`config.mk`:
```
export PLATFORM = sky130hd
export DESIGN_NAME = seg7_bcd_conv
export DESIGN_NICKNAME = d
export VERILOG_FILES = /design/src/rtl/seg7_bcd_conv.sv
export SDC_FILE = /design/constraint.sdc
export NUM_CORES = 1
export LEC_CHECK = 0
export CELL_PAD_IN_SITES_DETAIL_PLACEMENT = 1
export CELL_PAD_IN_SITES_GLOBAL_PLACEMENT = 2
export CORE_ASPECT_RATIO = 0.5
export CORE_MARGIN = 8
export CORE_UTILIZATION = 36
export CTS_CLUSTER_SIZE = 12
export DETAILED_ROUTE_END_ITERATION = 6
export HOLD_SLACK_MARGIN = 0.03
export PLACE_DENSITY_LB_ADDON = 0.2
export SLEW_MARGIN = 40
export SYNTH_ARGS = -nofsm -noshare
export SYNTH_HDL_FRONTEND = slang
export SYNTH_SLANG_ARGS = --single-unit
```
`constraint.sdc`:
```
create_clock -name clk -period 4 [get_ports clk]
set_input_delay 0.8 -clock clk [delete_from_list [all_inputs] [get_ports clk]]
set_output_delay 0.8 -clock clk [all_outputs]
set_load 0.02 [all_outputs]
```
`src/rtl/seg7_bcd_conv.sv`:
```
// Binary to display-word converter feeding the 7-segment scanning PHY.
// Decimal mode runs a double-dabble engine; hex mode passes the value through.
module seg7_bcd_conv #(
  parameter int nr_digit = 8,
  parameter int nr_bits  = 32
) (
  input  logic                  clk,
  input  logic                  rst,
  input  logic                  in_valid,
  output logic                  in_ready,
  input  logic [nr_bits-1:0]    in_value,
  input  logic                  in_hex,
  output logic [4*nr_digit-1:0] data,
  output logic                  ovf,
  output logic                  busy,
  output logic                  done
);

  localparam int DW = 4 * nr_digit;
  localparam int CW = $clog2(nr_bits + 1);

  typedef enum logic [1:0] {IDLE, CONV, FIN} state_t;

  // 10^nr_digit saturated at 2^nr_bits, so a limit no input can reach disables overflow.
  function automatic logic [nr_bits:0] dec_limit();
    logic [nr_bits+4:0] acc;
    logic [nr_bits+4:0] cap;
    cap = (nr_bits + 5)'(1) << nr_bits;
    acc = (nr_bits + 5)'(1);
    for (int i = 0; i < nr_digit; i++) begin
      acc = acc * (nr_bits + 5)'(10);
      if (acc > cap) acc = cap;
    end
    return acc[nr_bits:0];
  endfunction

  localparam logic [nr_bits:0] DEC_LIMIT = dec_limit();

  state_t              state_reg;
  logic [DW-1:0]       bcd_reg;
  logic [nr_bits-1:0]  shift_reg;
  logic [CW-1:0]       cnt_reg;
  logic [DW-1:0]       res_reg;
  logic                res_ovf_reg;

  logic [DW-1:0]       bcd_corr;
  logic [DW-1:0]       bcd_shifted;
  logic [DW-1:0]       hex_word;
  logic                hex_ovf;
  logic                dec_ovf;

  genvar gi;
  generate
    for (gi = 0; gi < nr_digit; gi++) begin : g_corr
      assign bcd_corr[4*gi +: 4] = (bcd_reg[4*gi +: 4] >= 4'd5) ?
                                   bcd_reg[4*gi +: 4] + 4'd3 : bcd_reg[4*gi +: 4];
    end

    if (nr_bits > DW) begin : g_trunc
      assign hex_word = in_value[DW-1:0];
      assign hex_ovf  = |in_value[nr_bits-1:DW];
    end else if (nr_bits == DW) begin : g_exact
      assign hex_word = in_value;
      assign hex_ovf  = 1'b0;
    end else begin : g_ext
      assign hex_word = {{(DW - nr_bits){1'b0}}, in_value};
      assign hex_ovf  = 1'b0;
    end
  endgenerate

  assign bcd_shifted = {bcd_corr[DW-2:0], shift_reg[nr_bits-1]};
  assign dec_ovf     = ({1'b0, in_value} >= DEC_LIMIT);

  assign in_ready = (state_reg == IDLE);
  assign busy     = !in_ready;

  always_ff @(posedge clk) begin
    if (rst) begin
      state_reg   <= IDLE;
      bcd_reg     <= '0;
      shift_reg   <= '0;
      cnt_reg     <= '0;
      res_reg     <= '0;
      res_ovf_reg <= 1'b0;
      data        <= '0;
      ovf         <= 1'b0;
      done        <= 1'b0;
    end else begin
      done <= 1'b0;
      case (state_reg)
        IDLE: begin
          if (in_valid) begin
            if (in_hex) begin
              res_reg     <= hex_word;
              res_ovf_reg <= hex_ovf;
              state_reg   <= FIN;
            end else if (dec_ovf) begin
              res_reg     <= {nr_digit{4'hE}};
              res_ovf_reg <= 1'b1;
              state_reg   <= FIN;
            end else begin
              bcd_reg     <= '0;
              shift_reg   <= in_value;
              cnt_reg     <= CW'(nr_bits);
              res_ovf_reg <= 1'b0;
              state_reg   <= CONV;
            end
          end
        end
        CONV: begin
          bcd_reg   <= bcd_shifted;
          shift_reg <= {shift_reg[nr_bits-2:0], 1'b0};
          cnt_reg   <= cnt_reg - CW'(1);
          if (cnt_reg == CW'(1)) begin
            res_reg   <= bcd_shifted;
            state_reg <= FIN;
          end
        end
        FIN: begin
          // The only edge where the display word changes outside reset.
          data      <= res_reg;
          ovf       <= res_ovf_reg;
          done      <= 1'b1;
          state_reg <= IDLE;
        end
        default: state_reg <= IDLE;
      endcase
    end
  end

endmodule

```
; ---- Word level (Yosys, flattened, before mapping)
; Cells that the tools add are included.
[word_totals]
output_inout_bits = 36
reg_bits = 139
[classes]
muxes = 33
magnitude_cmp = 9
n_eq_ne = 8
addsub = 9
n_reduce_logical = 7
[op_table]
columns = operator, count
row1 = $mux W32, 10
row2 = $pmux W32 S2, 3
row3 = $ge A32 B27 Y1 const B, 1
row4 = $ge A4 B3 Y1 const B, 8
row5 = $add A4 B2 Y4 const B, 7
row6 = $mux W4, 7
row7 = $mux W6, 3
row8 = $pmux W6 S2, 1
row9 = $mux W2, 4
row10 = $ne A2 B2 Y1 const B, 4
row11 = $reduce_and A4 Y1, 2
row12 = $eq A6 B1 Y1 const B, 1
row13 = $sub A6 B1 Y6 const B, 1
row14 = $pmux W2 S2, 1
row15 = $reduce_and A2 Y1, 2
row16 = $add A3 B2 Y3 const B, 1
row17 = $mux W1, 3
row18 = $mux W3, 1
row19 = $ne A3 B1 Y1 const B, 1
row20 = $eq A2 B1 Y1 const B, 1
row21 = $eq A2 B2 Y1 const B, 1
row22 = $logic_not A2 Y1, 1
row23 = $reduce_bool A2 Y1, 1
row24 = $logic_not A1 Y1, 1

; ---- Longest topological paths before layout
[logic_depth]
word_depth = 5
ltp_mapped = 9
mapped_depth_nobuf = 7

; ---- Least setup slack after synthesis
; Ideal clock, no wire load.
[synth_path]
path_kind = input-to-reg
startpoint = input port in_value[11]
endpoint = register shift_reg[17]
t_required_ns = 3.872
setup_ns = 0.128
arrival_time_ns = 2.570
setup_slack_ns = 1.302
cell_stages = 8
cell_sequence = or4_1 -> o211a_1 -> nor4_4 -> nor2_2 -> buf_6 -> buf_6 -> a222oi_1 -> nor2_1
[synth_between]
elab_chain_cells = 3
[synth_lines]
columns = item, line
row1 = from (decl), 11  ; input logic [nr_bits-1:0] in_value,
row2 = $ge A32 B27 Y1, 72  ; assign dec_ovf = ({1'b0, in_value} >= DEC_LIMIT);
row3 = $ne A2 B2 Y1 (no line), --
row4 = $reduce_and A4 Y1 (no line), --
row5 = to (signal assigned), 103  ; shift_reg <= in_value;
row6 = to (signal assigned), 112  ; shift_reg <= {shift_reg[nr_bits-2:0], 1'b0};
row7 = to (decl), 41  ; logic [nr_bits-1:0] shift_reg;
; No other way between the ends.
; A chain may end at the register's enable or synchronous reset.

; ---- Worst setup path after layout
[layout_path]
startpoint = input port in_value[30]
endpoint = register shift_reg[12]
; The elaborated chain is that of the path after synthesis.

==> impl_metrics.yaml <==
yosys:
  synth_most_common_cell: "dfxtp_1"
  synth_cell_types: 39
  synth_commonest_cells: "139 x dfxtp_1, 110 x nor2_1, 85 x nand2_1"
  synth_cells: 729
  async_flop_share_pct: 0
  yosys_warnings: 0
  synth-seq-cells: 139
  syn-num-nets: 783
  synth_edf_count: 0
  synth_top_area_share_pct: 45.4
  syn_area_per_cell_um2: 8.41
  ys_top_cells_by_area: "dfxtp_1 45%, nor2_1 6.7%, a21oi_1 5.6%"
  synthFlopType: "dfxtp_1"
  syn_area_mm2: 0.00613
  yosys.area.top_type: "dfxtp_1"
  synth_seq_area_share_pct: 45.4
critical_path:
  r2r_setup_slack_ps: 1220
  startpoint: "in_value[30]"
  cp_data_required_time_ps: 4280
  crit_path_end_kind: "register"
  reg2reg_depth: 6
  crit_slowest_cell: "nor4_1"
  cp_cell_sequence: "clkdlybuf4s50_1 -> nor4_1 -> nand3b_1 -> nor4_4 -> nor2_4 -> buf_8 -> buf_16 -> a222oi_1 -> nor2_1"
  worstPathMaxFanout: 26
  r2r_end: "res_reg[23]$_SDFFE_PP0P_"
  setup.worst_path.start_class: "primary input"
  slowest_delay_ps: 680
  r2r-start: "state_reg[0]$_SDFFE_PP0P_"
  path_class: "primary input to register"
  crit_arrival_ps: 3630
  crit_end: "shift_reg[12]$_SDFFE_PP0P_"
timing:
  min_period_over_period_pct: 83.6
  slew_headroom_pct: 45.9
  fin_tns_setup_ps: 0
  slew_viol_final: 0
  period_needed_ps: 3340
  fin_skew_ps: 7.65
  hold_violations: 0
  grt_setup_unrepaired: "false"
  report.final.setup_viol: 0
  hold_slack_ps: 452
  max_freq_ghz: 0.299
  tightest_slew_ps: 810
floorplan:
  rows: 33
  start_util_pct: 37.1
  die-width_um: 201
  die_h_um: 108
  ios: 72
  die-area_mm2: 0.0217
  coreArea_mm2: 0.0165
finish:
  fill_cells: 1887
  syn_to_final_growth_pct: 26.2
  nets: 834
  final_cells: 1019
  multi_input_area_mm2: 0.00304
  antennaDiodeCount: 0
  layout-drive-gt1-share_pct: 6.82
  final_util_pct: 46.8
  seqCellArea_mm2: 0.00278
place:
  gp_congestion: 0.805
  dpl.hpwl_mm: 14.0
  placed_cells: 988
  portBuffers: 71
pwr:
  peakVddDrop_uv: 322
  leakage_nw: 2.80
  power_density_mw_per_mm2: 445
  total_power_mw: 3.44
run:
  cap_violations: 0
clock_tree:
  cts.reportedPaths.clkPinSlew_ps: 60
  cts_hold_buffers: 0
  cts_sinks: 139
  clock_latency_ps: 420
  cts_setup_buffers: 0
  h-tree-depth: 4
  cts_tree: "built"
  post_cts_resized: 0
  root_buffer: "clkbuf_16"
  max-clock-path-buffers: 2
  numCtsBuffers: 17
detailed_routing:
  drt_iter0_markers: 388
  dr.pass1.iters: 7
  routedWlPerCell_um: 19.2
  vias: 5412
  vias_per_cell: 5.31
  drc_errors: 0
  wl_mm: 19.5
  ant_nets: 0
global_route:
  first_global_vias: 5300
  track_usage_pct: 18.2
  overflow: 0
  grt_max_degree: 63
  antenna_found_initial: 0
  grt_pass1_wl_mm: 31.0
hold_path:
  worst_hold_path_type: "register to register"
  hold_start: "data[0]$_SDFFE_PP0P_"
outcome:
  status: "complete, no violations"
-- logic make-up (layout without fill, tap and decap cells) --
| family | Yosys count | count (layout) | synth area share (%) |
|---|---|---|---|
| DFF | 139 | 139 | 45.4 |
| adders and majority gates | 18 | 18 | 3.67 |
| and+or+nand+nor | 258 | 258 | 19.1 |
| xor gates and xnor gates | 19 | 19 | 2.71 |
| AOI/OAI and AO/OA | 192 | 192 | 20.8 |
| buffers and inverters | 87 | 150 | 5.69 |
| muxes | 16 | 16 | 2.61 |
-- where the power goes --
part | leakage, nW | switching [mW] | internal (mW)
Sequential | 1.13 | 0.0247 | 1.43
Clock | 0.304 | 0.612 | 1.12
Combinational | 1.37 | 0.150 | 0.104
Total | 2.80 | 0.787 | 2.65
-- worst max-delay path: cells and delay by family --
family                 cells  cell delay [ps]
AO/OA/AOI/OAI              1              310
buffers and inverters      3              770
AND/OR/NAND/NOR            5             1720
-- final cells by class --
class | count | area share (%)
Clock buffer | 21 | 5.82
Clock inverter | 10 | 2.47
Inverter | 29 | 1.41
Multi-Input combinational cell | 503 | 39.3
Sequential cell | 139 | 36.0
Tap cell | 227 | 3.67
Timing Repair Buffer | 90 | 11.4
-- layer usage --
layer | routed length [um] | up-vias | global-route usage, %
met3 | 1110 | 22 | 5.13
met1 | 10300 | 2578 | 26.0
met2 | 7910 | 138 | 26.2
met5 | 0 | - | 0
met4 | 251 | 0 | 5.48
li1 | - | 2674 | -
-- placed cells by master (no fill, tap or decap), types with 2 or more instances in the layout --
master / count
nand2b_1: 12
inv_1: 29
nor2b_4: 2
a222oi_1: 26
nand2_1: 85
o21ai_0: 26
a31oi_1: 8
a22oi_1: 24
clkinvlp_4: 2
a21oi_1: 68
o32ai_1: 8
xnor2_1: 15
a211oi_1: 24
o211ai_1: 2
nor3b_1: 9
nor2_1: 110
buf_4: 18
dfxtp_1: 139
clkdlybuf4s50_1: 70
clkinv_4: 3
xor2_1: 4
nor3_1: 13
clkbuf_1: 3
nand3b_1: 18
bufinv_16: 5
ha_1: 18
clkbuf_16: 17
mux2i_1: 16
-- through the flow --
step                worst slack, ps  cell area (um2)
floorplan                      1300             6130
global placement                348             7050
detailed placement              182             7090
CTS                             636             7730
global route                    486             7730
finish                          655             7730
-- how the worst min path moves through the flow --
stage                     cells past startpoint               endpoint  slack, ps
after CTS                                     2   data[0]$_SDFFE_PP0P_        460
after global routing                          2  data[20]$_SDFFE_PP0P_        470
after global placement                        2  data[22]$_SDFFE_PP0P_        440
final                                         2   data[0]$_SDFFE_PP0P_        450
after floorplan                               2  data[11]$_SDFFE_PP0P_        430
after detailed placement                      2   data[0]$_SDFFE_PP0P_        450
Power figures use the tool's default switching activity.
==> RTL change (same flow settings) <==
Encoding of `state_t`: now one-hot (3 bits for 3 states).
--- a/src/rtl/seg7_bcd_conv.sv
+++ b/src/rtl/seg7_bcd_conv.sv
@@ -19,7 +19,7 @@
   localparam int DW = 4 * nr_digit;
   localparam int CW = $clog2(nr_bits + 1);
 
-  typedef enum logic [1:0] {IDLE, CONV, FIN} state_t;
+  typedef enum logic [2:0] {IDLE = 3'b001, CONV = 3'b010, FIN = 3'b100} state_t;
 
   // 10^nr_digit saturated at 2^nr_bits, so a limit no input can reach disables overflow.
   function automatic logic [nr_bits:0] dec_limit();
Function: no difference found for any inputs over 4 cycles, from zero or initial values and one cycle with rst high; so few cycles prove little.
==> RTL change against the original RTL <==
  * Area after synthesis grew 4.6%
  * Largest power group unchanged
  * Power shrank 1.3%
  * Wire length is essentially flat
  * Highest routed layer unchanged
  * Worst setup slack better by 0.49 ns
  * Global-route usage fell by 0.61 points
  * Die area increased by 4.1%
  * Combinational power fell by 8.7%
  * Cell area rose by 1.7%
  * Critical path depth decreased by 1
  * Worst hold slack worse by 0.0029 ns
  * Sequential cell count rose by 1
==> RTL change: results (changes against the original RTL) <==
stage;metric;value;unit;change
hold_path;startpoint of the most critical hold path;res_reg[14]$_SDFFE_PP0P_;;
global_routing;global router's overall resource usage;17.6;%;-0.61 points
logic_synthesis;largest cells by area after synthesis;dfxtp_1, nand2_1, a21oi_1;;
drt;total length of routed met3 wires;627;um;-43%
setup_path;startpoint of the worst setup timing path;in_value[17];;
power;Power, Total;3.39;mW;-1.3%
drt;post-route met1 wirelength;9230;um;-10%
logic_synthesis;top post-synthesis cells by count;dfxtp_1, nand2_1, a21oi_1, nor3_1, nor2_1;;
drt;aggregate routed wire length;19500;um;about the same
logic_synthesis;Post-Synthesis Net Count;792;;+1.1%
setup_path;reg-to-reg startpoint;state_reg[2]$_SDFFE_PP0P_;;
setup_path;endpoint of the most critical setup path;res_reg[23]$_SDFFE_PP0P_;;
drt;WL met2;9350;um;+18%
drt;number of violations reported at the end of detailed-routing iteration 0;280;;-28%
timing;post-route worst hold slack;0.449;ns;-0.00289 ns
drt;routed vias;5647;;+4.3%
power;static leakage;2.72;nW;-2.8%
global_routing;met2 usage in global routing;30.1;%;+3.9 points
drt;Initial DRT Pass Iterations;5;;-2
setup_path;worst-path maximum fanout;17;;-35%
logic_synthesis;unique cell type count in the Yosys netlist;48;;+23%
setup_path;Top delay family on crit path;compound AO/OA/AOI/OAI gates;;
setup_path;slowest stage delay, CP;0.60;ns;-0.08 ns
global_routing;via count of the first global-routing pass;5778;;+9.0%
global_routing;first-pass GRT wire length;31500;um;+1.7%
cells_and_area;Filler Cell Count;2017;;+6.9%
global_routing;pin count of the biggest net entering global routing;65;;+3.2%
logic_synthesis;sequential share of the synthesized area;43.7;%;-1.7 points
logic_synthesis;Post-Synth Adder-Cell Area;3.51;%;-0.16 points
hold_path;endpoint with the worst hold slack;data[14]$_SDFFE_PP0P_;;
logic_synthesis;xor and xnor area share after synthesis;2.59;%;-0.12 points
timing;clock skew after layout;0.00756;ns;-0.0000810 ns
cells_and_area;Layout Nets;842;;+0.96%
logic_synthesis;multiplexer share of the synthesized area;1.74;%;-0.88 points
logic_synthesis;share of the synthesized area in compound gates (AO/OA/AOI/OAI);22.4;%;+1.6 points
setup_path;master of the slowest instance on the critical path;clkdlybuf4s50_1;;
setup_path;register-to-register setup slack;1.30;ns;+0.08 ns
status;result of the run;finished clean;;
timing;Max transition margin;48.4;%;+2.5 points
cells_and_area;layout cells sized above 1;10.1;%;+3.3 points
RTL change: cell count changes after synthesis, moves of 20 or more:
cell      unedited run  this run
a311oi_1             1        26
a222oi_1            26         0
nor3_1              13        47
a211oi_2             0        20
nor2_1             110        43
a22o_1               0        24
a22oi_1             24         1
nand2_1             85       129
RTL change: area by class of cell:
| class | count | area, um2 | area share (%) |
|---|---|---|---|
| timing repair buffer | 87 | 828 | 10.5 |
| clock buffer | 21 | 460 | 5.85 |
| tap | 234 | 293 | 3.72 |
| sequential | 140 | 2800 | 35.6 |
| inverter | 20 | 75.1 | 0.955 |
| clock inverter | 11 | 165 | 2.10 |
| multi-input combinational | 522 | 3240 | 41.2 |
RTL change: metrics by stage:
stage                     cells  setup WS [ns]  cell area (um2)  util [%]
after floorplan             738           1.71             6410         -
after global placement     1003          0.777             7230      41.6
after detailed placement   1003          0.709             7240      41.6
after CTS                  1035           1.17             7870      45.2
after global routing       1035          0.964             7870      45.2
final                      1035           1.15             7870      45.2
